==> config.mk <==
export PLATFORM = sky130hd
export DESIGN_NAME = pipe_hazard_ctrl_flat
export DESIGN_NICKNAME = d
export VERILOG_FILES = /design/src/rtl/pipe_hazard_ctrl_pkg.sv /design/src/rtl/pipe_hazard_ctrl_if.sv /design/src/rtl/pipe_hazard_ctrl_mult_seq.sv /design/src/rtl/pipe_hazard_ctrl.sv /design/src/flat_wrapper.sv
export SDC_FILE = /design/constraint.sdc
export NUM_CORES = 1
export LEC_CHECK = 0
export CORE_MARGIN = 5
export CORE_UTILIZATION = 43
export CTS_BUF_LIST = sky130_fd_sc_hd__clkbuf_8
export DETAILED_ROUTE_END_ITERATION = 16
export PLACE_DENSITY = 0.78
export SETUP_SLACK_MARGIN = 0.1
export SYNTH_ARGS = -nofsm -noshare
export SYNTH_HDL_FRONTEND = slang
export SYNTH_HIERARCHICAL = 1
export SYNTH_SLANG_ARGS = --single-unit
==> constraint.sdc <==
create_clock -name clk -period 2.3 [get_ports clk]
set_input_delay 0.46 -clock clk [delete_from_list [all_inputs] [get_ports clk]]
set_output_delay 0.46 -clock clk [all_outputs]
set_load 0.02 [all_outputs]
==> src/rtl/pipe_hazard_ctrl_pkg.sv <==
// Shared definitions for the pipeline hazard controller: multiplier FSM encoding
// and the supported multiplier latency range.
package hazard_pkg;

  typedef enum logic {
    IDLE = 1'b0,
    MULT = 1'b1
  } state_t;

  localparam int MULT_LAT_MIN = 2;
  localparam int MULT_LAT_MAX = 16;

endpackage

==> src/rtl/pipe_hazard_ctrl_if.sv <==
// Pipeline-side signals of the hazard controller: hazard inputs from ID/EX and the
// enable/flush controls back to the PC and pipeline registers.
interface pipe_hazard_ctrl_if #(
  parameter int REG_ADDR_W = 5,
  parameter int CNT_W      = 32
);
  logic [REG_ADDR_W-1:0] id_rs1;
  logic [REG_ADDR_W-1:0] id_rs2;
  logic [REG_ADDR_W-1:0] ex_rd;
  logic                  ex_mem_read;
  logic                  ex_is_mult;
  logic                  ex_branch_taken;
  logic                  pc_en;
  logic                  if_id_en;
  logic                  id_ex_en;
  logic                  ex_mem_en;
  logic                  mem_wb_en;
  logic                  if_id_flush;
  logic                  id_ex_flush;
  logic                  ex_mem_flush;
  logic                  mult_start;
  logic                  mult_busy;
  logic [CNT_W-1:0]      stall_cnt;

  modport master (
    output id_rs1, id_rs2, ex_rd, ex_mem_read, ex_is_mult, ex_branch_taken,
    input  pc_en, if_id_en, id_ex_en, ex_mem_en, mem_wb_en,
    input  if_id_flush, id_ex_flush, ex_mem_flush, mult_start, mult_busy, stall_cnt
  );

  modport slave (
    input  id_rs1, id_rs2, ex_rd, ex_mem_read, ex_is_mult, ex_branch_taken,
    output pc_en, if_id_en, id_ex_en, ex_mem_en, mem_wb_en,
    output if_id_flush, id_ex_flush, ex_mem_flush, mult_start, mult_busy, stall_cnt
  );
endinterface

==> src/rtl/pipe_hazard_ctrl_mult_seq.sv <==
// Multi-cycle multiplier sequencer: holds the front of the pipe while a multiply
// occupies EX, releasing it on the final cycle so EX/MEM captures the product.
//
// state | meaning
// IDLE  | no multiply in EX; a multiply seen here launches the sequence
// MULT  | multiply in progress; cnt counts down remaining stall cycles, 0 = done cycle
module mult_seq
  import hazard_pkg::*;
#(
  parameter int MULT_LAT = 4
) (
  input  logic clk,
  input  logic rst,
  input  logic ex_is_mult,
  output logic mult_start,
  output logic mult_busy,
  output logic mult_stall
);

  localparam int            CW       = $clog2(MULT_LAT);
  localparam logic [CW-1:0] CNT_LOAD = CW'(MULT_LAT - 2);

  state_t        state, state_nxt;
  logic [CW-1:0] cnt, cnt_nxt;

  always_ff @(posedge clk) begin
    if (rst) begin
      state <= IDLE;
      cnt   <= '0;
    end else begin
      state <= state_nxt;
      cnt   <= cnt_nxt;
    end
  end

  always_comb begin
    state_nxt  = state;
    cnt_nxt    = cnt;
    mult_start = 1'b0;
    mult_stall = 1'b0;
    if (!rst) begin
      case (state)
        IDLE: begin
          if (ex_is_mult) begin
            mult_start = 1'b1;
            mult_stall = 1'b1;
            cnt_nxt    = CNT_LOAD;
            state_nxt  = MULT;
          end
        end
        MULT: begin
          // ex_is_mult stays high through the done cycle; it is not a restart
          if (cnt == '0) begin
            state_nxt = IDLE;
          end else begin
            mult_stall = 1'b1;
            cnt_nxt    = cnt - CW'(1);
          end
        end
        default: state_nxt = IDLE;
      endcase
    end
  end

  assign mult_busy = !rst && ((state == MULT) || mult_start);

endmodule

==> src/rtl/pipe_hazard_ctrl.sv <==
// Pipeline hazard controller: multiply stall, taken-branch squash and load-use
// bubble, prioritised in that order, plus a saturating stall-cycle counter.
module pipe_hazard_ctrl
  import hazard_pkg::*;
#(
  parameter int MULT_LAT   = 4,
  parameter int REG_ADDR_W = 5,
  parameter int CNT_W      = 32
) (
  input  logic               clk,
  input  logic               rst,
  pipe_hazard_ctrl_if.slave  bus
);

  localparam logic [REG_ADDR_W-1:0] ZERO_REG = '0;
  localparam logic [CNT_W-1:0]      CNT_MAX  = {CNT_W{1'b1}};

  logic mult_start;
  logic mult_busy;
  logic mult_stall;
  logic load_use;

  mult_seq #(
    .MULT_LAT (MULT_LAT)
  ) u_mult_seq (
    .clk        (clk),
    .rst        (rst),
    .ex_is_mult (bus.ex_is_mult),
    .mult_start (mult_start),
    .mult_busy  (mult_busy),
    .mult_stall (mult_stall)
  );

  assign load_use = bus.ex_mem_read && (bus.ex_rd != ZERO_REG) &&
                    ((bus.ex_rd == bus.id_rs1) || (bus.ex_rd == bus.id_rs2));

  assign bus.mult_start = mult_start;
  assign bus.mult_busy  = mult_busy;

  always_comb begin
    bus.pc_en        = 1'b1;
    bus.if_id_en     = 1'b1;
    bus.id_ex_en     = 1'b1;
    bus.ex_mem_en    = 1'b1;
    bus.mem_wb_en    = 1'b1;
    bus.if_id_flush  = 1'b0;
    bus.id_ex_flush  = 1'b0;
    bus.ex_mem_flush = 1'b0;
    if (rst) begin
      bus.pc_en        = 1'b0;
      bus.if_id_en     = 1'b0;
      bus.id_ex_en     = 1'b0;
      bus.ex_mem_en    = 1'b0;
      bus.mem_wb_en    = 1'b0;
      bus.if_id_flush  = 1'b1;
      bus.id_ex_flush  = 1'b1;
      bus.ex_mem_flush = 1'b1;
    end else if (mult_stall) begin
      bus.pc_en        = 1'b0;
      bus.if_id_en     = 1'b0;
      bus.id_ex_en     = 1'b0;
      bus.ex_mem_flush = 1'b1;
    end else if (!mult_busy) begin
      // mult_busy low implies ex_is_mult low, so the branch is never masked here
      if (bus.ex_branch_taken) begin
        bus.if_id_flush = 1'b1;
        bus.id_ex_flush = 1'b1;
      end else if (load_use) begin
        bus.pc_en       = 1'b0;
        bus.if_id_en    = 1'b0;
        bus.id_ex_flush = 1'b1;
      end
    end
  end

  always_ff @(posedge clk) begin
    if (rst) begin
      bus.stall_cnt <= '0;
    end else if (!bus.pc_en && (bus.stall_cnt != CNT_MAX)) begin
      bus.stall_cnt <= bus.stall_cnt + CNT_W'(1);
    end
  end

endmodule

==> src/flat_wrapper.sv <==
// flat-port wrapper written by rule: the top's interface ports become plain ports
module pipe_hazard_ctrl_flat import hazard_pkg::*;
#(
  parameter int MULT_LAT   = 4,
  parameter int REG_ADDR_W = 5,
  parameter int CNT_W      = 32
)
  (clk, rst, bus_id_rs1, bus_id_rs2, bus_ex_rd, bus_ex_mem_read, bus_ex_is_mult, bus_ex_branch_taken, bus_pc_en, bus_if_id_en, bus_id_ex_en, bus_ex_mem_en, bus_mem_wb_en, bus_if_id_flush, bus_id_ex_flush, bus_ex_mem_flush, bus_mult_start, bus_mult_busy, bus_stall_cnt);
  pipe_hazard_ctrl_if #(.REG_ADDR_W(REG_ADDR_W), .CNT_W(CNT_W)) bus_i ();
  input  logic clk;
  input  logic rst;
  input wire logic [$bits(bus_i.id_rs1)-1:0] bus_id_rs1;
  input wire logic [$bits(bus_i.id_rs2)-1:0] bus_id_rs2;
  input wire logic [$bits(bus_i.ex_rd)-1:0] bus_ex_rd;
  input wire logic [$bits(bus_i.ex_mem_read)-1:0] bus_ex_mem_read;
  input wire logic [$bits(bus_i.ex_is_mult)-1:0] bus_ex_is_mult;
  input wire logic [$bits(bus_i.ex_branch_taken)-1:0] bus_ex_branch_taken;
  output wire logic [$bits(bus_i.pc_en)-1:0] bus_pc_en;
  output wire logic [$bits(bus_i.if_id_en)-1:0] bus_if_id_en;
  output wire logic [$bits(bus_i.id_ex_en)-1:0] bus_id_ex_en;
  output wire logic [$bits(bus_i.ex_mem_en)-1:0] bus_ex_mem_en;
  output wire logic [$bits(bus_i.mem_wb_en)-1:0] bus_mem_wb_en;
  output wire logic [$bits(bus_i.if_id_flush)-1:0] bus_if_id_flush;
  output wire logic [$bits(bus_i.id_ex_flush)-1:0] bus_id_ex_flush;
  output wire logic [$bits(bus_i.ex_mem_flush)-1:0] bus_ex_mem_flush;
  output wire logic [$bits(bus_i.mult_start)-1:0] bus_mult_start;
  output wire logic [$bits(bus_i.mult_busy)-1:0] bus_mult_busy;
  output wire logic [$bits(bus_i.stall_cnt)-1:0] bus_stall_cnt;
  assign bus_i.id_rs1 = bus_id_rs1;
  assign bus_i.id_rs2 = bus_id_rs2;
  assign bus_i.ex_rd = bus_ex_rd;
  assign bus_i.ex_mem_read = bus_ex_mem_read;
  assign bus_i.ex_is_mult = bus_ex_is_mult;
  assign bus_i.ex_branch_taken = bus_ex_branch_taken;
  assign bus_pc_en = bus_i.pc_en;
  assign bus_if_id_en = bus_i.if_id_en;
  assign bus_id_ex_en = bus_i.id_ex_en;
  assign bus_ex_mem_en = bus_i.ex_mem_en;
  assign bus_mem_wb_en = bus_i.mem_wb_en;
  assign bus_if_id_flush = bus_i.if_id_flush;
  assign bus_id_ex_flush = bus_i.id_ex_flush;
  assign bus_ex_mem_flush = bus_i.ex_mem_flush;
  assign bus_mult_start = bus_i.mult_start;
  assign bus_mult_busy = bus_i.mult_busy;
  assign bus_stall_cnt = bus_i.stall_cnt;
  pipe_hazard_ctrl #(.MULT_LAT(MULT_LAT), .REG_ADDR_W(REG_ADDR_W), .CNT_W(CNT_W)) u_core (.clk(clk), .rst(rst), .bus(bus_i));
endmodule
==> results of run 1 <==
## repair_timing
action                                  in CTS  in global routing
endpoints found under the setup margin      41                 41
gates cloned                                 0                  0
gates resized for setup                     87                 57
buffers inserted                            15                  9
pin swaps                                   26                 25
## state kept, by name, summed over array words and instances (netlist names)
register                 flops
u_core/bus.stall_cnt        32
u_core/u_mult_seq/cnt        2
u_core/u_mult_seq/state      1
## per-stage QoR
stage	std cells	area, sq um	setup slack (ns)
2_1_floorplan	243	1980	0.0610
3_3_place_gp	373	2790	-0.765
3_5_place_dp	373	2790	-0.815
4_1_cts	396	3060	-0.00476
5_1_grt	404	3320	-0.0657
6_report	404	3320	-0.0166
## worst paths after layout
kind	slack (ns)	to	cells past startpoint	from
worst max-delay path	-0.02	bus_id_ex_flush	9	u_core/u_mult_seq/cnt[0]
worst min-delay path	0.51	u_core/bus.stall_cnt[28]	2	u_core/bus.stall_cnt[28]
worst max register to register	0.01	u_core/bus.stall_cnt[17]	12	u_core/u_mult_seq/cnt[0]
worst min register to register	0.51	u_core/bus.stall_cnt[28]	2	u_core/bus.stall_cnt[28]
## critical path: cells and delay by family (launching register included)
family	cells	cell delay (ns)
buffers and inverters	2	0.18
and+or+nand+nor	5	0.73
AOI/OAI and AO/OA	1	0.14
DFF	1	0.34
adders and majority gates	1	0.16
## per-layer routing
| metal | track usage, % | up-vias |
|---|---|---|
| met5 | 0 | - |
| li1 | - | 1107 |
| met2 | 33.7 | 80 |
| met3 | 3.63 | 18 |
| met1 | 24.5 | 1117 |
| met4 | 9.45 | 0 |
## synthesized netlist by cell type, drive strengths merged
master,n,area [sq um]
nor3b,2,15.0
xor2,11,96.3
nor2b,4,25.0
ha,2,25.0
and4,4,35.0
or3,20,125
mux2i,1,10.0
nand3,12,60.1
a31oi,1,6.26
o21ai,20,100
nand2,18,67.6
o41a,1,11.3
nor2,18,67.6
o31ai,8,65.1
nor4,2,18.8
clkbuf,5,18.8
a21oi,25,129
dfxtp,35,701
buf,6,35.0
a211oi,1,12.5
o21a,1,7.51
nand4b,2,17.5
mux2,5,56.3
o211ai,1,7.51
or2,3,18.8
nor3,8,50.1
nand4,8,50.1
inv,8,30.0
a221o,1,10.0
a22oi,1,7.51
or4,6,45.0
and3,2,12.5
and2b,1,7.51
## power by group
group          switching (mW)  internal, mW
combinational           0.182         0.193
clock                   0.241         0.351
sequential             0.0106         0.618
## logic make-up (layout without fill, tap and decap cells)
family	after synthesis	count (layout)
AND/OR/NAND/NOR	110	110
AO/OA/AOI/OAI	60	60
flip-flops	35	35
buffers and inverters	19	128
XOR/XNOR	11	11
multiplexers	6	6
adder cells (fa/ha/maj)	2	2
## cell type report
type | count | area (sq um)
Clock buffer | 6 | 82.6
Clock inverter | 2 | 35.0
Fill cell | 297 | 1060
Inverter | 8 | 30.0
Multi-Input combinational cell | 189 | 1390
Sequential cell | 35 | 708
Tap cell | 52 | 65.1
Timing Repair Buffer | 112 | 1010
==> reports/metrics.yaml, run 1 <==
cpMostUsedCell: "nand2_1"
ys_types: 40
wl_met1_microns: 2730
fin_ws_ns: -0.0166
cp_max_fo: 4
cp.arrival_ns: 1.86
io_buffers: 61
synthesis.instances: 243
route.met2.wl_microns: 3730
crit_required_ns: 1.84
fin_crit_ns: 2.32
finalPower_mw: 1.60
synth-seq-cells: 35
antenna_found_initial: 0
ant_nets: 0
cp_slowest_cell: "dfxtp_2"
wirelength_microns: 7020
path_cells: "inv_2, ha_4, a21oi_4, and2b_2, nor2_2, nand2_1, nand2_1, or2_4, buf_6"
grt_max_degree: 28
num_rows: 24
synth_xor_area_share_pct: 4.95
grt_pass1_vias: 2151
start_util_pct: 44.3
ios: 62
drt-vias-per-instance: 5.75
detail_route.wl_per_cell_microns: 17.4
final_common_cell: "buf_4"
cts_root_buffer: "clkbuf_8"
cp_slowest_stage_delay_ns: 0.34
status: "complete, but fails checks"
clockBufferDepth: 2
coreArea_sq_um: 4380
syn_area_per_cell_sq_um: 8.00
die_h_microns: 77.2
final_cell_mix: "buf_4, clkdlybuf4s50_1, dfxtp_1"
maxCapViolCount: 0
ys_seq_area_share_pct: 36.0
synth_mux_area_share_pct: 3.41
gp_congestion: 0.809
htreeDepth: 2
diodes: 0
die_x_microns: 77.2
worstSetupStartpointType: "flop"
finish.utilization_pct: 75.7
p_leak_nw: 1.25
worst-slew-pin-transition_ns: 0.363
drv_slew: 0
synth-simple-area-share_pct: 31.7
finalSetupViolCount: 3
finalHoldViolCount: 0
clk_pin_slew_worst_paths_ns: 0.07
hold_ws_ns: 0.507
power.density_nw_per_um2: 481
syn-num-nets: 265
netlist_area_sq_um: 1940
cts_tree: "built"
syn_to_final_growth_pct: 70.7
synth_warnings: 6
max_freq_mhz: 432
fin_crit_sh_pct: 101
violations: "negative setup slack"
grt_usage_pct: 20.0
grt_overflow: 0
finClkSkew_ns: 0.00225
insertion_delay_ns: 0.30
grt_pass1_wl_microns: 9940
tns_ns: -0.0333
first_iter_violations: 202
critPathKind: "flop to output port"
drtPass1Iterations: 5
vias: 2322
synth_top_family_by_area: "simple AND/OR/NAND/NOR gates"
cp-end-kind: "output port"
irDropWorstVdd_mv: 0.381
dpl.hpwl_microns: 4130
slew_headroom_pct: 75.7
clock_sinks: 35
rsz0062_at_grt: "true"
cts_hold_buf: 0
numCtsBuffers: 5
synth_adder_area_share_pct: 1.29
drive_above_1_share_pct: 37.8
top_layer_used: "met4"
synth-compound-area-share_pct: 18.3
die_area_sq_um: 5970
hp-class: "flop to flop"
nets: 373
drc_errors: 0
dr_wl_met3_microns: 363
Power figures use the tool's default switching activity.
==> run 2, diff against run 1 <==
CORE_UTILIZATION = 51   (was 43)
PLACE_DENSITY = 0.87   (was 0.78)
clock period = 3 ns   (was 2.3 ns; I/O delays follow)
==> run 2 against run 1 <==
Effect of this change: sequential cell count stayed put; setup slack better by 0.16 ns; combinational power is 44% lower; via count is 6.9% lower; worst hold slack worse by 0.037 ns; critical path depth is 3 lower; first-iteration DRC count is 22% lower; core utilization is 3.2 points higher; global-route usage is 1.4 points higher; the run now ends clean; clock-buffer cell count is 1 lower; sequential power is 23% lower; register-to-register slack better by 0.56 ns.
==> reports/metrics.yaml, run 2 (synthesis results as in run 1) <==
final_common_cell: "clkdlybuf4s50_1"
finalSetupViolCount: 0  # -3
finClkSkew_ns: 0.00557  # +0.00332 ns
vias: 2161  # -6.9%
rsz0062_at_grt: "false"
ios: 62  # unchanged
detail_route.wl_per_cell_microns: 15.0  # -14%
drv_slew: 0  # unchanged
hold_path_depth: 1  # -1
rr_startpoint: "u_core/u_mult_seq/cnt[0]"
insertion_delay_ns: 0.28  # -0.02 ns
grt_max_degree: 29  # +3.6%
crit_required_ns: 2.40  # +0.56 ns
gp_congestion: 0.831  # +2.7%
die_x_microns: 71.7  # -7.1%
post-place-ws_ns: -0.386  # +0.429 ns
wirelength_microns: 5590  # -20%
reg_top3: "u_core/bus.stall_cnt: 32 flops, u_core/u_mult_seq/cnt: 2 flops, u_core/u_mult_seq/state: 1 flops"
place_area_sq_um: 2730  # -2.3%
hp-start: "u_core/u_mult_seq/cnt[1]"
drive_above_1_share_pct: 16.3  # -21 points
clk_pin_slew_worst_paths_ns: 0.07  # about the same
start_util_pct: 52.7  # +8.4 points
final_area_sq_um: 2910  # -12%
ant_nets: 0  # unchanged
p_comb_share_pct: 17.5  # -6.0 points
p_leak_nw: 1.05  # -16%
diodes: 0  # unchanged
numCtsBuffers: 5  # unchanged
rrSetupSlack_ns: 0.57  # +0.56 ns
worst-slew-pin-transition_ns: 0.584  # +0.222 ns
critPathKind: "primary input to output port"
irDropWorstVdd_mv: 0.280  # -27%
p_seq_share_pct: 40.4  # +1.0 points
cts_root_buffer: "clkbuf_8"
syn_to_final_growth_pct: 49.6
hold_ws_ns: 0.470  # -0.0367 ns
num_rows: 22  # -8.3%
cp.arrival_ns: 2.26  # +0.40 ns
p_int_mw: 0.906  # -22%
coreArea_sq_um: 3690  # -16%
nets: 346  # -7.2%
cp_slowest_stage_delay_ns: 0.52  # +0.18 ns
reg2reg_to: "u_core/bus.stall_cnt[21]"
ff2ff_path_depth: 12  # unchanged
largest_reg_flops: 32  # unchanged
grt_pass1_wl_microns: 8950  # -10%
whs_endpoint: "u_core/u_mult_seq/cnt[1]"
cp_slowest_cell: "o41a_1"
cp-end-kind: "output port"
cp_max_fo: 4  # unchanged
htreeDepth: 2  # unchanged
grt_usage_pct: 21.4  # +1.4 points
hp-class: "flop to flop"
fin_crit_ns: 2.86
grt_overflow: 0  # unchanged
maxCapViolCount: 0  # unchanged
first_iter_violations: 157  # -22%
regMostFlops: "u_core/bus.stall_cnt"
p_clk_share_pct: 42.1  # +5.0 points
power.density_nw_per_um2: 411  # -15%
fin_crit_sh_pct: 95.4
worstSetupStartpointType: "primary input"
clock_sinks: 35  # unchanged
die_area_sq_um: 5150  # -14%
cts_tree: "built"
slew_headroom_pct: 60.7  # -15 points
max_freq_mhz: 350
fin_ws_ns: 0.139  # +0.155 ns
final_cell_mix: "clkdlybuf4s50_1, dfxtp_1, a21oi_1"
dpl.hpwl_microns: 4040  # -2.0%
status: "finished clean"
io_buffers: 61  # unchanged
path_cells: "clkdlybuf4s50_1, xor2_1, nor3_2, a22oi_2, o41a_1, buf_6"
drtPass1Iterations: 4  # -1
drc_errors: 0  # unchanged
p_sw_share_pct: 24.2  # -3.0 points
tns_ns: 0  # +0.0333 ns
grt_pass1_vias: 1990  # -7.5%
dp.cells: 363  # -2.7%
clockBufferDepth: 2  # unchanged
layout.cells.non_filler: 373  # -7.7%
switching_power_mw: 0.289  # -33%
die_h_microns: 71.7  # -7.1%
antenna_found_initial: 0  # unchanged
finalHoldViolCount: 0  # unchanged
fill_cells: 254  # -14%
drt-vias-per-instance: 5.79  # +0.80%
run 2: worst max path at each step:
stage | startpoint | to | cells after the start | slack, ns
2_1_floorplan | bus_ex_is_mult | bus_pc_en | 8 | 0.16
3_3_place_gp | bus_ex_rd[2] | bus_if_id_en | 5 | -0.35
3_5_place_dp | bus_ex_rd[2] | bus_if_id_en | 7 | -0.39
4_1_cts | bus_ex_rd[2] | bus_if_id_en | 5 | 0.05
5_1_grt | bus_id_rs2[4] | bus_if_id_en | 6 | 0.08
6_report | bus_id_rs2[3] | bus_if_id_en | 6 | 0.14
run 2: critical path, delay by kind of cell:
family	cells	cell delay, ns
AO/OA/AOI/OAI	2	0.65
buffers and inverters	2	0.60
AND/OR/NAND/NOR	1	0.25
XOR/XNOR	1	0.16
run 2: power groups by stage:
| stage | clock network (mW) | registers (mW) | logic [mW] |
|---|---|---|---|
| final | 0.503 | 0.483 | 0.209 |
| after global placement | 0 | 0.493 | 0.196 |
| after floorplan | 0 | 0.497 | 0.0918 |
| after CTS | 0.511 | 0.482 | 0.201 |
| after global routing | 0.532 | 0.485 | 0.223 |
| after detailed placement | 0 | 0.493 | 0.201 |
run 2: routing by layer:
layer / GRT usage (%) / vias up / part of all wire (%)
met4: 7.52 / 0 / 1.2
met5: 0 / - / 0
met1: 27.3 / 1028 / 44
met3: 4.35 / 6 / 4.6
li1: - / 1056 / -
met2: 35.7 / 71 / 50
run 2: through the flow:
| stage | utilization, % | power [mW] |
|---|---|---|
| floorplan | - | 0.589 |
| global placement | 74.0 | 0.689 |
| detailed placement | 74.0 | 0.694 |
| CTS | 77.6 | 1.20 |
| global route | 78.9 | 1.24 |
| finish | 78.9 | 1.19 |
run 2: cell type report:
class,instances,area [sq um],share of cell area (%)
Tap cell,48,60.1,2.06
Clock buffer,5,68.8,2.37
Multi-Input combinational cell,189,1180,40.5
Timing Repair Buffer,85,805,27.7
Inverter,8,30.0,1.03
Sequential cell,35,701,24.1
Clock inverter,3,67.6,2.32
run 2: repair_timing:
item / CTS / global route
endpoints found under the setup margin: 5 / 6
hold buffers: 0 / 0
buffers inserted: 0 / 2
gates resized for setup: 18 / 11
endpoints found under the hold margin: 0 / 0
pin swaps: 2 / 6
